### config.mk
export PLATFORM = sky130hd
export DESIGN_NAME = corelet_ctrl
export DESIGN_NICKNAME = d
export VERILOG_FILES = /design/src/rtl/corelet_ctrl.sv
export SDC_FILE = /design/constraint.sdc
export NUM_CORES = 1
export LEC_CHECK = 0
export BUFFER_PORTS_ARGS = -buffer_cell sky130_fd_sc_hd__buf_2
export CORE_MARGIN = 4
export CORE_UTILIZATION = 54
export CTS_BUF_LIST = sky130_fd_sc_hd__clkbuf_4
export DETAILED_ROUTE_END_ITERATION = 10
export GPL_TIMING_DRIVEN = 0
export PLACE_DENSITY = 0.74
export RECOVER_POWER = 100
export REMOVE_ABC_BUFFERS = 1
export SYNTH_ARGS = -nofsm -noshare
export SYNTH_HDL_FRONTEND = slang
export SYNTH_SLANG_ARGS = --single-unit
### constraint.sdc
create_clock -name clk -period 4.8 [get_ports clk]
set_clock_uncertainty 0.1 [all_clocks]
set_input_delay 0.72 -clock clk [delete_from_list [all_inputs] [get_ports clk]]
set_output_delay 0.72 -clock clk [all_outputs]
set_load 0.03 [all_outputs]
### src/rtl/corelet_ctrl.sv
// Tile sequencer upstream of the corelet: weight fetch/load, activation fetch/execute,
// then OFIFO drain through the SFP into PMEM. All outputs are registered.
module corelet_ctrl #(
    parameter int unsigned ROW      = 8,
    parameter int unsigned COL      = 8,
    parameter int unsigned XMEM_AW  = 11,
    parameter int unsigned PMEM_AW  = 11,
    parameter int unsigned LEN_BW   = 8,
    parameter int unsigned L0_DEPTH = 64,
    parameter int unsigned SFP_LAT  = 1
) (
    input  logic               clk,
    input  logic               reset,
    input  logic               i_start,
    input  logic               i_acc,
    input  logic [XMEM_AW-1:0] i_w_base,
    input  logic [XMEM_AW-1:0] i_x_base,
    input  logic [PMEM_AW-1:0] i_p_base,
    input  logic [LEN_BW-1:0]  i_len,
    input  logic               i_ofifo_valid,
    output logic [1:0]         o_inst_w,
    output logic               o_l0_wr,
    output logic               o_l0_rd,
    output logic               o_xmem_cen,
    output logic [XMEM_AW-1:0] o_xmem_addr,
    output logic               o_ofifo_rd,
    output logic               o_sfp_acc_en,
    output logic               o_pmem_ren,
    output logic [PMEM_AW-1:0] o_pmem_raddr,
    output logic               o_pmem_wen,
    output logic [PMEM_AW-1:0] o_pmem_waddr,
    output logic               o_busy,
    output logic               o_done,
    output logic               o_err
);

    localparam int unsigned CNT_W = LEN_BW + 1;

    localparam logic [1:0] INST_IDLE = 2'b00;
    localparam logic [1:0] INST_LOAD = 2'b01;
    localparam logic [1:0] INST_EXEC = 2'b10;

    typedef enum logic [2:0] {
        IDLE,
        W_FETCH,
        W_LOAD,
        W_SETTLE,
        X_FETCH,
        X_EXEC,
        DRAIN,
        DONE
    } state_t;

    state_t             state;
    logic [CNT_W-1:0]   idx;
    logic [CNT_W-1:0]   pop_cnt;
    logic [CNT_W-1:0]   wr_cnt;
    logic [CNT_W-1:0]   len;
    logic [XMEM_AW-1:0] w_base;
    logic [XMEM_AW-1:0] x_base;
    logic [PMEM_AW-1:0] p_base;
    logic               acc;
    logic [SFP_LAT-1:0] sfp_pipe;

    logic [CNT_W-1:0]   idx_inc;
    logic               last_col;
    logic               last_settle;
    logic               last_len;
    logic               pop_ok;
    logic               too_long;

    // Phase-end and pop-eligibility decodes feeding the registered sequencer.
    assign idx_inc     = idx + CNT_W'(1);
    assign last_col    = (idx == CNT_W'(COL - 1));
    assign last_settle = (idx == CNT_W'(ROW + COL - 1));
    assign last_len    = (idx == len - CNT_W'(1));
    assign pop_ok      = i_ofifo_valid && (pop_cnt < len);
    assign too_long    = CNT_W'(i_len) > CNT_W'(L0_DEPTH);

    always_ff @(posedge clk or negedge reset) begin
        if (!reset) begin
            state        <= IDLE;
            idx          <= '0;
            pop_cnt      <= '0;
            wr_cnt       <= '0;
            len          <= '0;
            w_base       <= '0;
            x_base       <= '0;
            p_base       <= '0;
            acc          <= 1'b0;
            sfp_pipe     <= '0;
            o_inst_w     <= INST_IDLE;
            o_l0_wr      <= 1'b0;
            o_l0_rd      <= 1'b0;
            o_xmem_cen   <= 1'b1;
            o_xmem_addr  <= '0;
            o_ofifo_rd   <= 1'b0;
            o_sfp_acc_en <= 1'b0;
            o_pmem_ren   <= 1'b0;
            o_pmem_raddr <= '0;
            o_pmem_wen   <= 1'b0;
            o_pmem_waddr <= '0;
            o_busy       <= 1'b0;
            o_done       <= 1'b0;
            o_err        <= 1'b0;
        end else begin
            // L0 write trails each XMEM read by its one-cycle read latency.
            o_l0_wr      <= ~o_xmem_cen;
            o_ofifo_rd   <= 1'b0;
            o_pmem_ren   <= 1'b0;
            o_sfp_acc_en <= o_ofifo_rd & acc;
            o_pmem_wen   <= sfp_pipe[SFP_LAT-1];
            o_done       <= 1'b0;
            o_err        <= 1'b0;

            // Pop history delayed to the cycle SFP output is valid; writes land one later.
            sfp_pipe[0] <= o_ofifo_rd;
            for (int i = 1; i < SFP_LAT; i++) begin
                sfp_pipe[i] <= sfp_pipe[i-1];
            end
            if (sfp_pipe[SFP_LAT-1]) begin
                o_pmem_waddr <= p_base + PMEM_AW'(wr_cnt);
                wr_cnt       <= wr_cnt + CNT_W'(1);
            end

            case (state)
                IDLE: begin
                    if (i_start) begin
                        if (too_long) begin
                            o_err <= 1'b1;
                        end else begin
                            state       <= W_FETCH;
                            w_base      <= i_w_base;
                            x_base      <= i_x_base;
                            p_base      <= i_p_base;
                            len         <= CNT_W'(i_len);
                            acc         <= i_acc;
                            idx         <= '0;
                            pop_cnt     <= '0;
                            wr_cnt      <= '0;
                            o_busy      <= 1'b1;
                            o_xmem_cen  <= 1'b0;
                            o_xmem_addr <= i_w_base;
                        end
                    end
                end
                W_FETCH: begin
                    if (last_col) begin
                        state      <= W_LOAD;
                        idx        <= '0;
                        o_xmem_cen <= 1'b1;
                        o_l0_rd    <= 1'b1;
                        o_inst_w   <= INST_LOAD;
                    end else begin
                        idx         <= idx_inc;
                        o_xmem_addr <= w_base + XMEM_AW'(idx_inc);
                    end
                end
                W_LOAD: begin
                    if (last_col) begin
                        state    <= W_SETTLE;
                        idx      <= '0;
                        o_l0_rd  <= 1'b0;
                        o_inst_w <= INST_IDLE;
                    end else begin
                        idx <= idx_inc;
                    end
                end
                W_SETTLE: begin
                    if (last_settle) begin
                        idx <= '0;
                        if (len == '0) begin
                            state  <= DONE;
                            o_done <= 1'b1;
                        end else begin
                            state       <= X_FETCH;
                            o_xmem_cen  <= 1'b0;
                            o_xmem_addr <= x_base;
                        end
                    end else begin
                        idx <= idx_inc;
                    end
                end
                X_FETCH: begin
                    if (last_len) begin
                        state      <= X_EXEC;
                        idx        <= '0;
                        o_xmem_cen <= 1'b1;
                        o_l0_rd    <= 1'b1;
                        o_inst_w   <= INST_EXEC;
                    end else begin
                        idx         <= idx_inc;
                        o_xmem_addr <= x_base + XMEM_AW'(idx_inc);
                    end
                end
                X_EXEC: begin
                    if (last_len) begin
                        state    <= DRAIN;
                        idx      <= '0;
                        o_l0_rd  <= 1'b0;
                        o_inst_w <= INST_IDLE;
                    end else begin
                        idx <= idx_inc;
                    end
                end
                DRAIN: begin
                    if (pop_ok) begin
                        o_ofifo_rd   <= 1'b1;
                        o_pmem_ren   <= acc;
                        o_pmem_raddr <= p_base + PMEM_AW'(pop_cnt);
                        pop_cnt      <= pop_cnt + CNT_W'(1);
                    end
                    if (wr_cnt == len) begin
                        state  <= DONE;
                        o_done <= 1'b1;
                    end
                end
                DONE: begin
                    state  <= IDLE;
                    o_busy <= 1'b0;
                end
                default: begin
                    state  <= IDLE;
                    o_busy <= 1'b0;
                end
            endcase
        end
    end

endmodule

# After elaboration in Yosys (flattened, before gate mapping)
# Index checks and enable logic that the tools add are counted.
# classes
add_sub_neg	8
order_cmp	2
eq_ne	23
n_mux	58
n_bitwise	3
reduce_logical	19
# op_table
cell	count
two-way mux 9 bit	10
two-way mux 11 bit	6
adder 11 x 9 -> 11 bit	4
one-hot mux 11 bit (4 select lines)	1
one-hot mux 9 bit (4 select lines)	1
adder 9 x 1 -> 9 bit (second input constant)	3
two-way mux 3 bit	8
inequality test 2 bit (second input constant)	12
one-hot mux 3 bit (8 select lines)	1
two-way mux 1 bit	20
one-hot mux 9 bit (2 select lines)	1
AND reduction 7 bit	2
== test 3 bit (second input constant)	4
nonzero test 4 bit	3
two-way mux 2 bit	5
== test 9 x 3 -> 1 bit (second input constant)	1
== test 9 x 4 -> 1 bit (second input constant)	1
== test 9 x 8 -> 1 bit	1
== test 9 bit	1
logical NOT 9 bit	1
< comparator 9 x 8 -> 1 bit	1
AND reduction 3 bit	3
subtractor 8 x 1 -> 9 bit (second input constant)	1
> comparator 8 x 7 -> 1 bit (second input constant)	1
other kinds (15)	21
# totals
regBits	118
inputBits	46
out_inout_bits	45
word_cells	137

# Longest topological paths before layout
# depth
depth_word	5
depth_mapped	13
mapped_depth_nobuf	13

# Worst setup path before layout
# OpenSTA, ideal clock, no wires.
# synth_timing
path_type	reg2reg
startpoint	reg state[2]
endpoint	reg o_xmem_addr[10]
arrival_ps	3646
path_slack_ps	929
path_stages_with_launch	14
n_path_buf	2
synth_period_minus_slack_ps	3871
cell_sequence	dfrtp_1 > clkbuf_1 > nor3b_1 > clkbuf_1 > mux2_2 > ha_1 > fa_1 > a211oi_1 > o211ai_1 > a31oi_1 > nor2_1 > xor2_1 > o22ai_1 > mux2_2
# synth_via
elab_chain_len	3
word_cells_on_any_way	13
cone_classes	eq/ne: 9; mux: 1; reduce/logical: 3
# synth_lines
item	line_no	text
start, declared	54	state_t state;
start signal, assigned	82	state <= IDLE;
start signal, assigned	132	state <= W_FETCH;
start signal, assigned	149	state <= W_LOAD;
== test 3 bit (tied with other cells)	126	case (state)
inequality test 2 bit (no source line) / nonzero test 4 bit (equally long branches)	--	
AND reduction 7 bit (no source line)	--	
end signal, assigned	143	o_xmem_addr <= i_w_base;
end signal, assigned	156	o_xmem_addr <= w_base + XMEM_AW'(idx_inc);
end signal, assigned	178	o_xmem_addr <= x_base;
end, declared	25	output logic [XMEM_AW-1:0] o_xmem_addr,
# Several ways; a longest one is shown, not always the timed one.
# A chain may end at the register's enable or synchronous reset.

# Final worst setup path
# layout_timing
startpoint	reg state[1]
endpoint	reg o_pmem_raddr[3]
# layout_via
elab_chain_len	2
# layout_lines
item	line_no	text
== test 3 bit	126	
AND reduction 2 bit (no source line)	--	
end signal, assigned	210	o_pmem_raddr <= p_base + PMEM_AW'(pop_cnt);
end, declared	29	output logic [PMEM_AW-1:0] o_pmem_raddr,
# No other way between the ends.

==> impl_results.md <==
- Cell Pwr Density: 219 nW/um^2
- Largest net degree at the start of global routing: 64
- Gr ovfl total: 0
- Worst IR Drop VDD: 0.111 mV
- Crit path capture type: flop
- # DRC: 0
- P&R area growth vs syn: 10.5%
- Fin crit share: 88.5%
- Tot Pwr: 1.71 mW
- CTS tree: yes
- FF+latch area: 2950 um^2
- IO Port Bufs: 90
- Final antenna-violating net count: 0
- Critical path peak fanout: 21
- Dpl cells: 1002
- Worst-path clk slew: 0.11 ns
- Ys async rst share: 100%
- Post-DP Area: 7690 um^2
- Worst Path Required: 5.14 ns
- Share of the synthesized area in the top cell type: 41.3%
- Max Cap Viol: 3
- Row count: 41
- Worst slew margin: -108%
- Clk Latency, worst-skew pair: 0.57 ns
- Cts bufs inserted: 17
- Final setup viols: 0
- Synth warnings: 0
- Post-Route Setup TNS: 0 ns
- Die height: 123 um
- Hold Crit Class: in2reg
- Core Area: 12700 um^2
- Slew Viols, Final: 114
- Routed WL: 16.8 mm
- Die area: 15000 um^2
- Post-CTS setup buffer count: 0
- # IOs: 91
- Min Tclk post-route: 4.25 ns
- Final Hold Vio Count: 0
- Synth Instances: 768
- CTS root buffer: clkbuf_4
- Deepest level of the CTS H-tree: 4
- CTS Hold Bufs: 1
- Failing checks: capacitance limit, slew limit
- Die W: 123 um
- Status: complete, but fails checks
- Worst endpoint data arrival time: 4.59 ns
- Yosys cell types: 66
- Cell Area, Synth: 7090 um^2
- Initial DRC count: 489
- # clock sinks: 118
- Via density: 5.69
- P_leak: 3.89 nW
- Cts repair resizes: 0
- HPWL after DPL: 12.3 mm
- Drt pass-1 iters: 5
- RSZ-0062 raised after global routing: false
- First-pass GRT wire length: 28.4 mm
- Vias: 5902
- Filler cells: 1182
- Wire length per cell: 16.2 um
- Nets: 938
- Post-synth top flop: dfrtp_1
- Vias in the first global route: 5957
- Initial Util: 55.7%
- GRT Util Overall: 24.0%
- Initial antenna violation count: 2
- Fmax: 235 MHz
- Post-synth EDFFs: 0
- Finished Layout Cells: 1037
- Crit path kind: reg2reg
- Multi-input combinational cell area: 3820 um^2
- Post-route cell area: 7840 um^2
- Post-synthesis sequential element count: 118
- Share of cells above drive strength 1: 14.0%
- GPL Wtd Cong: 0.872
- CP startpoint kind: flop
- Area leader, netlist: dfrtp_1
- Top post-synthesis cells by area: dfrtp_1, nand2_1, ha_1
- CTS Buffer Depth: 2
- Slew @ Worst Pin: 3.11 ns
- Post-synthesis sequential area ratio: 41.7%
- Avg Inst Size Synth: 9.23 um^2
[cells in the mapped netlist (7+ instances only)]
cell type / count
mux2i_1: 10
ha_1: 38
inv_1: 37
nor2b_1: 10
xnor2_1: 31
nand2b_1: 8
dfrtp_1: 117
mux2_4: 10
a21o_1: 9
nand4_1: 7
o21ai_0: 46
a22oi_1: 8
nor2_1: 46
nand2_1: 156
mux2_2: 26
nor3_1: 11
a21oi_1: 31
xor2_1: 23
nand3_1: 19
clkbuf_1: 22
[area by class of cell]
cell class | instances | share of cell area (%)
multi-input cells | 581 | 48.8
repair buffers | 96 | 5.97
clock inverters | 2 | 0.0958
diodes | 1 | 0.0319
flip-flops and latches | 118 | 37.7
clock buffers | 30 | 2.87
inverters | 37 | 1.77
well taps | 172 | 2.75
[flip-flops by register name, summed over array words and instances, names as in the netlist, 2 cells and up]
name          flops
w_base           11
wr_cnt            9
idx               9
len               8
o_inst_w          2
o_xmem_addr      11
state             3
x_base           11
pop_cnt           9
o_pmem_waddr     11
p_base           11
o_pmem_raddr     11
[report_power, final]
part | internal [mW] | switching [mW] | leakage [nW]
Combinational | 0.0306 | 0.0440 | 2.23
Sequential | 0.999 | 0.00925 | 1.51
Clock | 0.278 | 0.354 | 0.141
Total | 1.31 | 0.407 | 3.89
[critical path: stages, from the launching register on]
cell	delay [ns]
dfrtp_1	0.75
nand3_1	0.33
nor4b_1	1.09
a21boi_1	1.42
mux2_2	0.44
[layer usage]
metal / vias to the layer above / track usage (%) / share of wire (%)
met1: 2863 / 32.0 / 45
met3: 35 / 6.13 / 6.2
met5: - / 0 / 0
met4: 0 / 10.3 / 2.2
li1: 2827 / - / -
met2: 177 / 37.3 / 47
[per-stage QoR]
stage | worst slack, ns | utilization, % | hold WS (ns)
final | 0.552 | 61.6 | 0.233
after global routing | 0.328 | 61.6 | 0.208
after CTS | 0.683 | 62.4 | 0.202
after detailed placement | 0.726 | 60.5 | 0.284
after global placement | -0.332 | 59.8 | 0.278
after floorplan | 0.603 | - | 0.324
[placed cells by master, fill, tap and decap left out, drive strengths merged, types with 3 or more instances in the layout]
master	synthesis	layout
nand2	156	156
a221o	3	3
a21o	9	9
a211oi	5	5
a31oi	3	3
or2	6	6
nor4b	3	3
inv	37	37
o21a	6	6
nand3	19	19
mux2i	10	10
and3	6	6
mux2	36	36
nand2b	8	8
nor2b	10	10
a21boi	4	4
dfrtp	117	117
clkbuf	22	79
and2	3	3
fa	3	3
o21bai	4	4
nand4	7	7
a2111o	3	3
xor2	23	23
nor3	11	11
nand3b	3	3
a21oi	31	31
buf	10	46
o21ai	48	48
o211ai	5	5
a31o	3	3
a22oi	8	8
nor4	4	4
ha	38	38
xnor2	31	31
o22ai	3	3
nor2	46	46
[worst paths after layout]
kind                            slack, ns              end        start  cells past startpoint
worst max-delay path                 0.55  o_pmem_raddr[3]     state[1]                      4
worst min-delay path                 0.23        x_base[7]  i_x_base[7]                      3
worst max register to register       0.55  o_pmem_raddr[3]     state[1]                      4
worst min register to register       0.30         sfp_pipe   o_ofifo_rd                      0
max in group asynchronous            1.22        wr_cnt[7]        reset                      2
min in group asynchronous            1.62        p_base[3]        reset                      2
[cell families (layout without fill, tap and decap cells)]
kind of cell,Yosys count,count (layout),synth area share [%]
flops,118,118,41.7
other cells,0,1,0
xor+xnor,54,54,6.67
buf+inv,69,165,4.02
mux,46,46,7.66
fa+ha+maj,41,41,7.56
compound gates,153,153,14.3
simple gates,287,287,18.1
(Power assumes the default switching activity.)
